File: src/rtl/mp_add_seq_if.sv
// mp_add_seq_if: bundle of requester-side and adder-side signals of mp_add_seq.
//   req/a*/b*/ci*/len*  -> requests from the two clients
//   gnt/busy/done/...   <- sequencer status and results
//   add_a/add_b/add_ci  <- operands to the shared registered adder
//   add_s/add_co        -> adder results
// slave  : the sequencer side.
// master : the environment (requesters plus adder).
interface mp_add_seq_if #(
  parameter int unsigned W  = 16,
  parameter int unsigned NW = 4,
  parameter int unsigned LW = 3
);
  logic [1:0]      req;
  logic [W*NW-1:0] a0, b0, a1, b1;
  logic            ci0, ci1;
  logic [LW-1:0]   len0, len1;
  logic [1:0]      gnt;
  logic            busy;
  logic            done;
  logic            done_id;
  logic [W*NW-1:0] sum;
  logic            cout;
  logic [W-1:0]    add_a, add_b, add_s;
  logic            add_ci, add_co;

  modport slave (
    input  req, a0, b0, ci0, len0, a1, b1, ci1, len1, add_s, add_co,
    output gnt, busy, done, done_id, sum, cout, add_a, add_b, add_ci
  );

  modport master (
    output req, a0, b0, ci0, len0, a1, b1, ci1, len1, add_s, add_co,
    input  gnt, busy, done, done_id, sum, cout, add_a, add_b, add_ci
  );
endinterface

File: src/rtl/mp_add_seq.sv
// mp_add_seq: multi-precision add sequencer sharing one registered W-bit adder
// between two round-robin requesters. Operands are walked LSW first with each
// word's carry-out chained into the next word's carry-in.
// Ports:
//   clk, rst_n : clock (rising edge), asynchronous active-low reset
//   bus        : mp_add_seq_if.slave (requests, results, adder operands/results)
module mp_add_seq #(
  parameter int unsigned W       = 16,
  parameter int unsigned NW      = 4,
  parameter int unsigned ADD_LAT = 2,
  parameter int unsigned LW      = 3
) (
  input  logic          clk,
  input  logic          rst_n,
  mp_add_seq_if.slave   bus
);

  localparam int unsigned DW = W * NW;
  localparam int unsigned IW = (NW > 1) ? $clog2(NW) : 1;
  localparam int unsigned CW = $clog2(ADD_LAT + 1);

  typedef enum logic [1:0] {S_IDLE, S_ISSUE, S_WAIT, S_DONE} state_t;

  state_t          r_state, w_state_n;
  logic [DW-1:0]   r_a, r_b, r_acc, r_sum;
  logic [DW-1:0]   w_a_n, w_b_n, w_acc_n, w_sum_n;
  logic [IW-1:0]   r_idx, r_last, w_idx_n, w_last_n;
  logic [CW-1:0]   r_cnt, w_cnt_n;
  logic            r_carry, r_owner, r_prio, r_busy, r_done, r_done_id, r_cout;
  logic            w_carry_n, w_owner_n, w_prio_n, w_busy_n, w_done_n, w_done_id_n, w_cout_n;
  logic [W-1:0]    r_add_a, r_add_b, w_add_a_n, w_add_b_n;
  logic            r_add_ci, w_add_ci_n;
  logic [1:0]      w_gnt;

  // Request selection and operand muxing
  logic            w_win;
  logic [DW-1:0]   w_a_sel, w_b_sel, w_merge;
  logic            w_ci_sel;
  logic [LW-1:0]   w_len_sel, w_len_eff;
  logic [IW-1:0]   w_idx_inc;

  // With both requesting, the requester not granted last time wins
  assign w_win     = (bus.req == 2'b11) ? r_prio : bus.req[1];
  assign w_a_sel   = w_win ? bus.a1   : bus.a0;
  assign w_b_sel   = w_win ? bus.b1   : bus.b0;
  assign w_ci_sel  = w_win ? bus.ci1  : bus.ci0;
  assign w_len_sel = w_win ? bus.len1 : bus.len0;
  assign w_len_eff = ((w_len_sel == '0) || (w_len_sel > LW'(NW))) ? LW'(NW) : w_len_sel;
  assign w_idx_inc = r_idx + IW'(1);

  // Accumulator with the adder's current word dropped into slot idx
  assign w_merge = (r_acc & ~(DW'({W{1'b1}}) << (W * r_idx)))
                 | (DW'(bus.add_s) << (W * r_idx));

  // Next-state and datapath update
  always_comb begin
    w_state_n   = r_state;
    w_gnt       = 2'b00;
    w_a_n       = r_a;
    w_b_n       = r_b;
    w_acc_n     = r_acc;
    w_sum_n     = r_sum;
    w_idx_n     = r_idx;
    w_last_n    = r_last;
    w_cnt_n     = r_cnt;
    w_carry_n   = r_carry;
    w_owner_n   = r_owner;
    w_prio_n    = r_prio;
    w_busy_n    = r_busy;
    w_done_n    = 1'b0;
    w_done_id_n = r_done_id;
    w_cout_n    = r_cout;
    w_add_a_n   = r_add_a;
    w_add_b_n   = r_add_b;
    w_add_ci_n  = r_add_ci;

    case (r_state)
      S_IDLE: begin
        // Grant is combinational so operands are captured in the grant cycle
        if (rst_n && (bus.req != 2'b00)) begin
          w_gnt       = w_win ? 2'b10 : 2'b01;
          w_a_n       = w_a_sel;
          w_b_n       = w_b_sel;
          w_carry_n   = w_ci_sel;
          w_last_n    = IW'(w_len_eff - LW'(1));
          w_owner_n   = w_win;
          w_prio_n    = ~w_win;
          w_acc_n     = '0;
          w_idx_n     = '0;
          w_add_a_n   = w_a_sel[W-1:0];
          w_add_b_n   = w_b_sel[W-1:0];
          w_add_ci_n  = w_ci_sel;
          w_busy_n    = 1'b1;
          w_state_n   = S_ISSUE;
        end
      end
      S_ISSUE: begin
        w_cnt_n   = CW'(ADD_LAT);
        w_state_n = S_WAIT;
      end
      S_WAIT: begin
        w_cnt_n = r_cnt - CW'(1);
        if (r_cnt == CW'(1)) begin
          w_acc_n   = w_merge;
          w_carry_n = bus.add_co;
          if (r_idx == r_last) begin
            w_sum_n     = w_merge;
            w_cout_n    = bus.add_co;
            w_done_id_n = r_owner;
            w_done_n    = 1'b1;
            w_state_n   = S_DONE;
          end else begin
            // Next word's operands go out as we re-enter ISSUE
            w_idx_n    = w_idx_inc;
            w_add_a_n  = W'(r_a >> (W * w_idx_inc));
            w_add_b_n  = W'(r_b >> (W * w_idx_inc));
            w_add_ci_n = bus.add_co;
            w_state_n  = S_ISSUE;
          end
        end
      end
      S_DONE: begin
        w_busy_n   = 1'b0;
        w_add_a_n  = '0;
        w_add_b_n  = '0;
        w_add_ci_n = 1'b0;
        w_state_n  = S_IDLE;
      end
      default: w_state_n = S_IDLE;
    endcase
  end

  // State and datapath registers
  always_ff @(posedge clk or negedge rst_n) begin
    if (!rst_n) begin
      r_state   <= S_IDLE;
      r_a       <= '0;
      r_b       <= '0;
      r_acc     <= '0;
      r_sum     <= '0;
      r_idx     <= '0;
      r_last    <= '0;
      r_cnt     <= '0;
      r_carry   <= 1'b0;
      r_owner   <= 1'b0;
      r_prio    <= 1'b0;
      r_busy    <= 1'b0;
      r_done    <= 1'b0;
      r_done_id <= 1'b0;
      r_cout    <= 1'b0;
      r_add_a   <= '0;
      r_add_b   <= '0;
      r_add_ci  <= 1'b0;
    end else begin
      r_state   <= w_state_n;
      r_a       <= w_a_n;
      r_b       <= w_b_n;
      r_acc     <= w_acc_n;
      r_sum     <= w_sum_n;
      r_idx     <= w_idx_n;
      r_last    <= w_last_n;
      r_cnt     <= w_cnt_n;
      r_carry   <= w_carry_n;
      r_owner   <= w_owner_n;
      r_prio    <= w_prio_n;
      r_busy    <= w_busy_n;
      r_done    <= w_done_n;
      r_done_id <= w_done_id_n;
      r_cout    <= w_cout_n;
      r_add_a   <= w_add_a_n;
      r_add_b   <= w_add_b_n;
      r_add_ci  <= w_add_ci_n;
    end
  end

  assign bus.gnt     = w_gnt;
  assign bus.busy    = r_busy;
  assign bus.done    = r_done;
  assign bus.done_id = r_done_id;
  assign bus.sum     = r_sum;
  assign bus.cout    = r_cout;
  assign bus.add_a   = r_add_a;
  assign bus.add_b   = r_add_b;
  assign bus.add_ci  = r_add_ci;

endmodule
File: src/flat_wrapper.sv
// flat-port wrapper written by rule: the top's interface ports become plain ports
module mp_add_seq_flat 
#(
  parameter int unsigned W       = 16,
  parameter int unsigned NW      = 4,
  parameter int unsigned ADD_LAT = 2,
  parameter int unsigned LW      = 3
)
  (clk, rst_n, bus_req, bus_a0, bus_b0, bus_ci0, bus_len0, bus_a1, bus_b1, bus_ci1, bus_len1, bus_add_s, bus_add_co, bus_gnt, bus_busy, bus_done, bus_done_id, bus_sum, bus_cout, bus_add_a, bus_add_b, bus_add_ci);
  mp_add_seq_if #(.W(W), .NW(NW), .LW(LW)) bus_i ();
  input  logic clk;
  input  logic rst_n;
  input wire logic [$bits(bus_i.req)-1:0] bus_req;
  input wire logic [$bits(bus_i.a0)-1:0] bus_a0;
  input wire logic [$bits(bus_i.b0)-1:0] bus_b0;
  input wire logic [$bits(bus_i.ci0)-1:0] bus_ci0;
  input wire logic [$bits(bus_i.len0)-1:0] bus_len0;
  input wire logic [$bits(bus_i.a1)-1:0] bus_a1;
  input wire logic [$bits(bus_i.b1)-1:0] bus_b1;
  input wire logic [$bits(bus_i.ci1)-1:0] bus_ci1;
  input wire logic [$bits(bus_i.len1)-1:0] bus_len1;
  input wire logic [$bits(bus_i.add_s)-1:0] bus_add_s;
  input wire logic [$bits(bus_i.add_co)-1:0] bus_add_co;
  output wire logic [$bits(bus_i.gnt)-1:0] bus_gnt;
  output wire logic [$bits(bus_i.busy)-1:0] bus_busy;
  output wire logic [$bits(bus_i.done)-1:0] bus_done;
  output wire logic [$bits(bus_i.done_id)-1:0] bus_done_id;
  output wire logic [$bits(bus_i.sum)-1:0] bus_sum;
  output wire logic [$bits(bus_i.cout)-1:0] bus_cout;
  output wire logic [$bits(bus_i.add_a)-1:0] bus_add_a;
  output wire logic [$bits(bus_i.add_b)-1:0] bus_add_b;
  output wire logic [$bits(bus_i.add_ci)-1:0] bus_add_ci;
  assign bus_i.req = bus_req;
  assign bus_i.a0 = bus_a0;
  assign bus_i.b0 = bus_b0;
  assign bus_i.ci0 = bus_ci0;
  assign bus_i.len0 = bus_len0;
  assign bus_i.a1 = bus_a1;
  assign bus_i.b1 = bus_b1;
  assign bus_i.ci1 = bus_ci1;
  assign bus_i.len1 = bus_len1;
  assign bus_i.add_s = bus_add_s;
  assign bus_i.add_co = bus_add_co;
  assign bus_gnt = bus_i.gnt;
  assign bus_busy = bus_i.busy;
  assign bus_done = bus_i.done;
  assign bus_done_id = bus_i.done_id;
  assign bus_sum = bus_i.sum;
  assign bus_cout = bus_i.cout;
  assign bus_add_a = bus_i.add_a;
  assign bus_add_b = bus_i.add_b;
  assign bus_add_ci = bus_i.add_ci;
  mp_add_seq #(.W(W), .NW(NW), .ADD_LAT(ADD_LAT), .LW(LW)) u_core (.clk(clk), .rst_n(rst_n), .bus(bus_i));
endmodule
File: config.mk
export PLATFORM = sky130hd
export DESIGN_NAME = mp_add_seq_flat
export DESIGN_NICKNAME = d
export VERILOG_FILES = /design/src/rtl/mp_add_seq_if.sv /design/src/rtl/mp_add_seq.sv /design/src/flat_wrapper.sv
export SDC_FILE = /design/constraint.sdc
export NUM_CORES = 1
export LEC_CHECK = 0
export CAP_MARGIN = 0
export CORE_AREA = 2 2 185 187
export DETAILED_ROUTE_END_ITERATION = 12
export DIE_AREA = 0 0 187 189
export PLACE_DENSITY = 0.74
export SLEW_MARGIN = 25
export SYNTH_ARGS = -nofsm -noshare
export SYNTH_HDL_FRONTEND = slang
export SYNTH_SLANG_ARGS = --single-unit
File: constraint.sdc
create_clock -name clk -period 6.31 [get_ports clk]
set_input_delay 1.893 -clock clk [delete_from_list [all_inputs] [get_ports clk]]
set_output_delay 1.893 -clock clk [all_outputs]
set_load 0.01 [all_outputs]
==> out/results.md <==
• finished, final reports clean — result of the run
• 0 — total of endpoints with negative setup slack in the final report
• 303 — number of storage elements in the synthesis netlist
• 5.579 — detail-routed via count per cell
• 0.06 ns — Clock Pin Slew Worst Setup and Hold Paths
• 12330 — number of global-route vias before repair
• 71950 um — first-pass GRT wire length
• 0.1838 GHz — highest achievable clock rate
• 26.14% — all-layer global routing usage
• 6 — antenna violations before repair
• 33050 um — DP Wirelength
• 36.0% — sequential share of power
• 187 um — x dimension of the die
• 2 — count of cells along the worst hold path
• 4.430% — met3 Resource Use GR
• 14810 sq um — mapped cell area
• 21.03 um — WL/cell
• 0 — # Max-Cap Violations
• 0.51 ns — source-to-sink clock delay at the later pin of the worst-skew pair
• 6 — worst r2r path cells
• u_core.r_b[51]$_DFFE_PN0P_ — worst hold path endpoint
• 51.21% — top-area cell type share of the netlist area
• 385 x sky130_fd_sc_hd__clkdlybuf4s50_1, 302 x sky130_fd_sc_hd__dfrtp_1, 212 x sky130_fd_sc_hd__nand2_1, 174 x sky130_fd_sc_hd__o21ai_0, 120 x sky130_fd_sc_hd__a21oi_1 — most frequent cells in the layout
• 0 — number of enable flip-flop cells after synthesis
• 2766 — number of inserted filler cells in the final layout
• 34 — total clock buffers created by CTS
• 3.02 ns — FF-to-FF setup slack
• 5.534 mW — Internal Dissipation
• 0.01635 ns — Clock Skews
• u_core.bus.add_b[11]$_DFFE_PN0P_ — FF-to-FF End
• 12380 — vias post-DR
• 1434 — synthesized netlist cell count
• u_core.r_idx[0]$_DFFE_PN0P_ — Crit Reg-Reg Startpoint
• 0 ns — final total negative setup slack
• 0 — global route total overflow
• 33280 sq um — core area
• 0 — number of hold-repair buffers added at the cts stage
• 2 — htree depth
• no — RSZ-0062 raised after global routing
• 44.49% — Starting Density
• 33.79% — GR Util met1
• 2039 — nets
• 5 — Detailed Routing Iterations Pass 1
• 44.08% — met2 Track Usage GR
• 0 — count of unresolved DRC violations after routing
• 86.25% — period utilisation layout
• 42 — Unique masters post-synth
• 0 — number of instances resized during post-cts repair
• 189 um — die height
• 4.42 ns — endpoint required time on the critical path
• sky130_fd_sc_hd__clkbuf_16 — clock tree root buffer cell
• primary input — Critical Path Start Type
• 3.55 ns — Arrival @ worst endpoint
• 436.7 nW/um^2 — Power per Cell Area
• 3 — largest fanout of any net on the critical path
• 131 — maximum number of pins on one net before global-route repair
• 0.8987 — GPL Wtd Cong
• 0.8433 ns — post-placement worst setup slack
• 8.850 nW — Static Leak
• sky130_fd_sc_hd__dfrtp_1 — biggest area consumer among synthesized cells
• 0 — max-slew violation total from the final report
• 36.52% — share of total power consumed by net switching
• 413.4 uV — largest voltage drop on the vdd net
• 22.7% — share of power burned in the clock network
• sky130_fd_sc_hd__dfrtp_1 51%, sky130_fd_sc_hd__mux2i_1 7.5%, sky130_fd_sc_hd__o21ai_0 5.9%, sky130_fd_sc_hd__nand2_1 5.4%, sky130_fd_sc_hd__mux4_2 4.9% — biggest area contributors in the synthesized netlist
• 3 — Max Root-Sink Buffers
• 18760 sq um — dpl cell area
• 3.184 mW — net switching power
• 7.313% — fraction of final layout cells with drive strength greater than 1
• 41.3% — portion of total power attributed to combinational logic
• 0 — Routed Antenna Nets
• 59.99% — Layout Utilization
• 0 — count of synthesis-stage warnings from yosys
• 388 — I/O pin count
• 35340 sq um — die outline area
• flop to flop — Min-Delay Path Class
• 51.21% — portion of the post-synthesis area used by sequential elements
• primary input to primary output — type of the worst setup path
• 0 — total count of hold-check failures in the final report
• primary output — kind of end point of the critical path
• 1058 — count of routing violations after the opening detailed-route iteration
• built — TritonCTS clock tree
• 67 — num rows
• 19960 sq um — cell area after layout
• 0.8678 ns — crit path setup slack, layout
• 34.83% — relative area change from synthesis to final layout
• 303 — count of clock tree sinks
• 1729 — Synthesized Nets
• 0 — number of setup buffers added after CTS
• 10.33 sq um — Avg Inst Size Synth
• 33.58% — headroom to the max-slew limit
• 46640 um — total length of routed wires
• 387 — count of input and output buffers
• 0.9952 ns — Worst Tran Pin Value
• 5.442 ns — minimum clock period after layout
• u_core.r_b[51]$_DFFE_PN0P_ — start point of the worst min-delay path
• sky130_fd_sc_hd__clkdlybuf4s50_1 — leading cell type in the layout, fill and taps excluded
• met2 — most used routing layer
• 100.0% — post-synthesis async set-or-reset flop share
• sky130_fd_sc_hd__dfrtp_1 — most instantiated flip-flop cell in the synthesis netlist
-- flip-flops by register name (all words and copies together), names as in the netlist --
name                cells
u_core.r_cnt            2
u_core.bus.add_b       16
u_core.bus.cout         1
u_core.r_b             64
u_core.r_a             64
u_core.bus.add_a       16
u_core.bus.add_ci       1
u_core.r_idx            2
u_core.r_acc           64
u_core.r_owner          1
u_core.bus.done         1
u_core.bus.sum         64
u_core.bus.busy         1
u_core.bus.done_id      1
u_core.r_state          2
u_core.r_prio           1
u_core.r_last           2
-- layout make-up --
cell class	instances	area [sq um]	area share, %
Tap cell	448	560.5	2.808
Clock buffer	47	991.0	4.964
Sequential cell	303	7584	37.99
Inverter	8	30.03	0.1504
Multi-Input combinational cell	993	6606	33.09
Timing Repair Buffer	404	4049	20.28
Clock inverter	9	128.9	0.6455
Antenna cell	6	15.01	0.07521
-- power groups by stage --
| stage | logic [mW] | clock network, mW | registers, mW |
|---|---|---|---|
| 6_report | 3.60 | 1.98 | 3.14 |
| 5_1_grt | 3.94 | 2.09 | 3.21 |
| 4_1_cts | 3.58 | 2.01 | 3.12 |
| 3_5_place_dp | 3.57 | 0 | 3.14 |
| 3_3_place_gp | 3.46 | 0 | 3.12 |
| 2_1_floorplan | 2.08 | 0 | 3.13 |
-- synth_stat cells, types with 8 or more instances --
library cell and count:
sky130_fd_sc_hd__and4_1 16, sky130_fd_sc_hd__buf_2 51, sky130_fd_sc_hd__a21boi_0 17, sky130_fd_sc_hd__o21ai_0 174
sky130_fd_sc_hd__a31oi_1 49, sky130_fd_sc_hd__a21oi_1 120, sky130_fd_sc_hd__inv_1 8, sky130_fd_sc_hd__a22o_1 64
sky130_fd_sc_hd__ha_1 10, sky130_fd_sc_hd__nor2_1 27, sky130_fd_sc_hd__nor3_1 19, sky130_fd_sc_hd__mux4_2 32
sky130_fd_sc_hd__nor2b_1 65, sky130_fd_sc_hd__buf_4 25, sky130_fd_sc_hd__o21ai_1 22, sky130_fd_sc_hd__and3_1 18
sky130_fd_sc_hd__clkbuf_1 50, sky130_fd_sc_hd__nand2_1 214, sky130_fd_sc_hd__mux2i_1 111, sky130_fd_sc_hd__dfrtp_1 303
-- worst max-delay path, stage by stage --
cell and delay [ns]:
sky130_fd_sc_hd__clkdlybuf4s50_1 0.57, sky130_fd_sc_hd__nand2b_2 0.12, sky130_fd_sc_hd__and2_1 0.20, sky130_fd_sc_hd__nor2_1 0.19
sky130_fd_sc_hd__clkdlybuf4s50_1 0.58
-- through the flow --
stage	total power [mW]	hold slack [ns]	std cells
after global routing	9.241	0.5001	2218
after detailed placement	6.719	0.4650	2155
final	8.718	0.4701	2218
after floorplan	5.205	0.4446	1434
after global placement	6.583	0.4564	2155
after CTS	8.712	0.4783	2211
-- how the worst max path moves through the flow --
stage          cells past startpoint  startpoint  slack (ns)    endpoint
5_1_grt                            6  bus_req[0]        0.77  bus_gnt[1]
2_1_floorplan                      7  bus_req[1]        1.51  bus_gnt[0]
3_5_place_dp                       5  bus_req[0]        0.84  bus_gnt[0]
6_report                           5  bus_req[0]        0.87  bus_gnt[0]
4_1_cts                            5  bus_req[0]        0.85  bus_gnt[0]
3_3_place_gp                       5  bus_req[0]        0.85  bus_gnt[0]
-- cell families (layout without fill, tap and decap cells) --
logic type      after synthesis  after routing  share of synthesized area, %
simple gates                371            371                         11.88
buf+inv                     138            468                         4.724
compound gates              463            463                         18.56
xor+xnor                      4              4                        0.2366
other cells                   0              6                             0
fa+ha+maj                    10             10                        0.8450
flops                       303            303                         51.21
mux                         145            145                         12.55
-- layer usage --
layer	up-vias	part of all wire, %
met5	-	0
met4	0	3.6
met3	78	6.8
met2	551	49
met1	5989	40
li1	5757	-
Note: power is estimated with default switching activity, not from simulation.
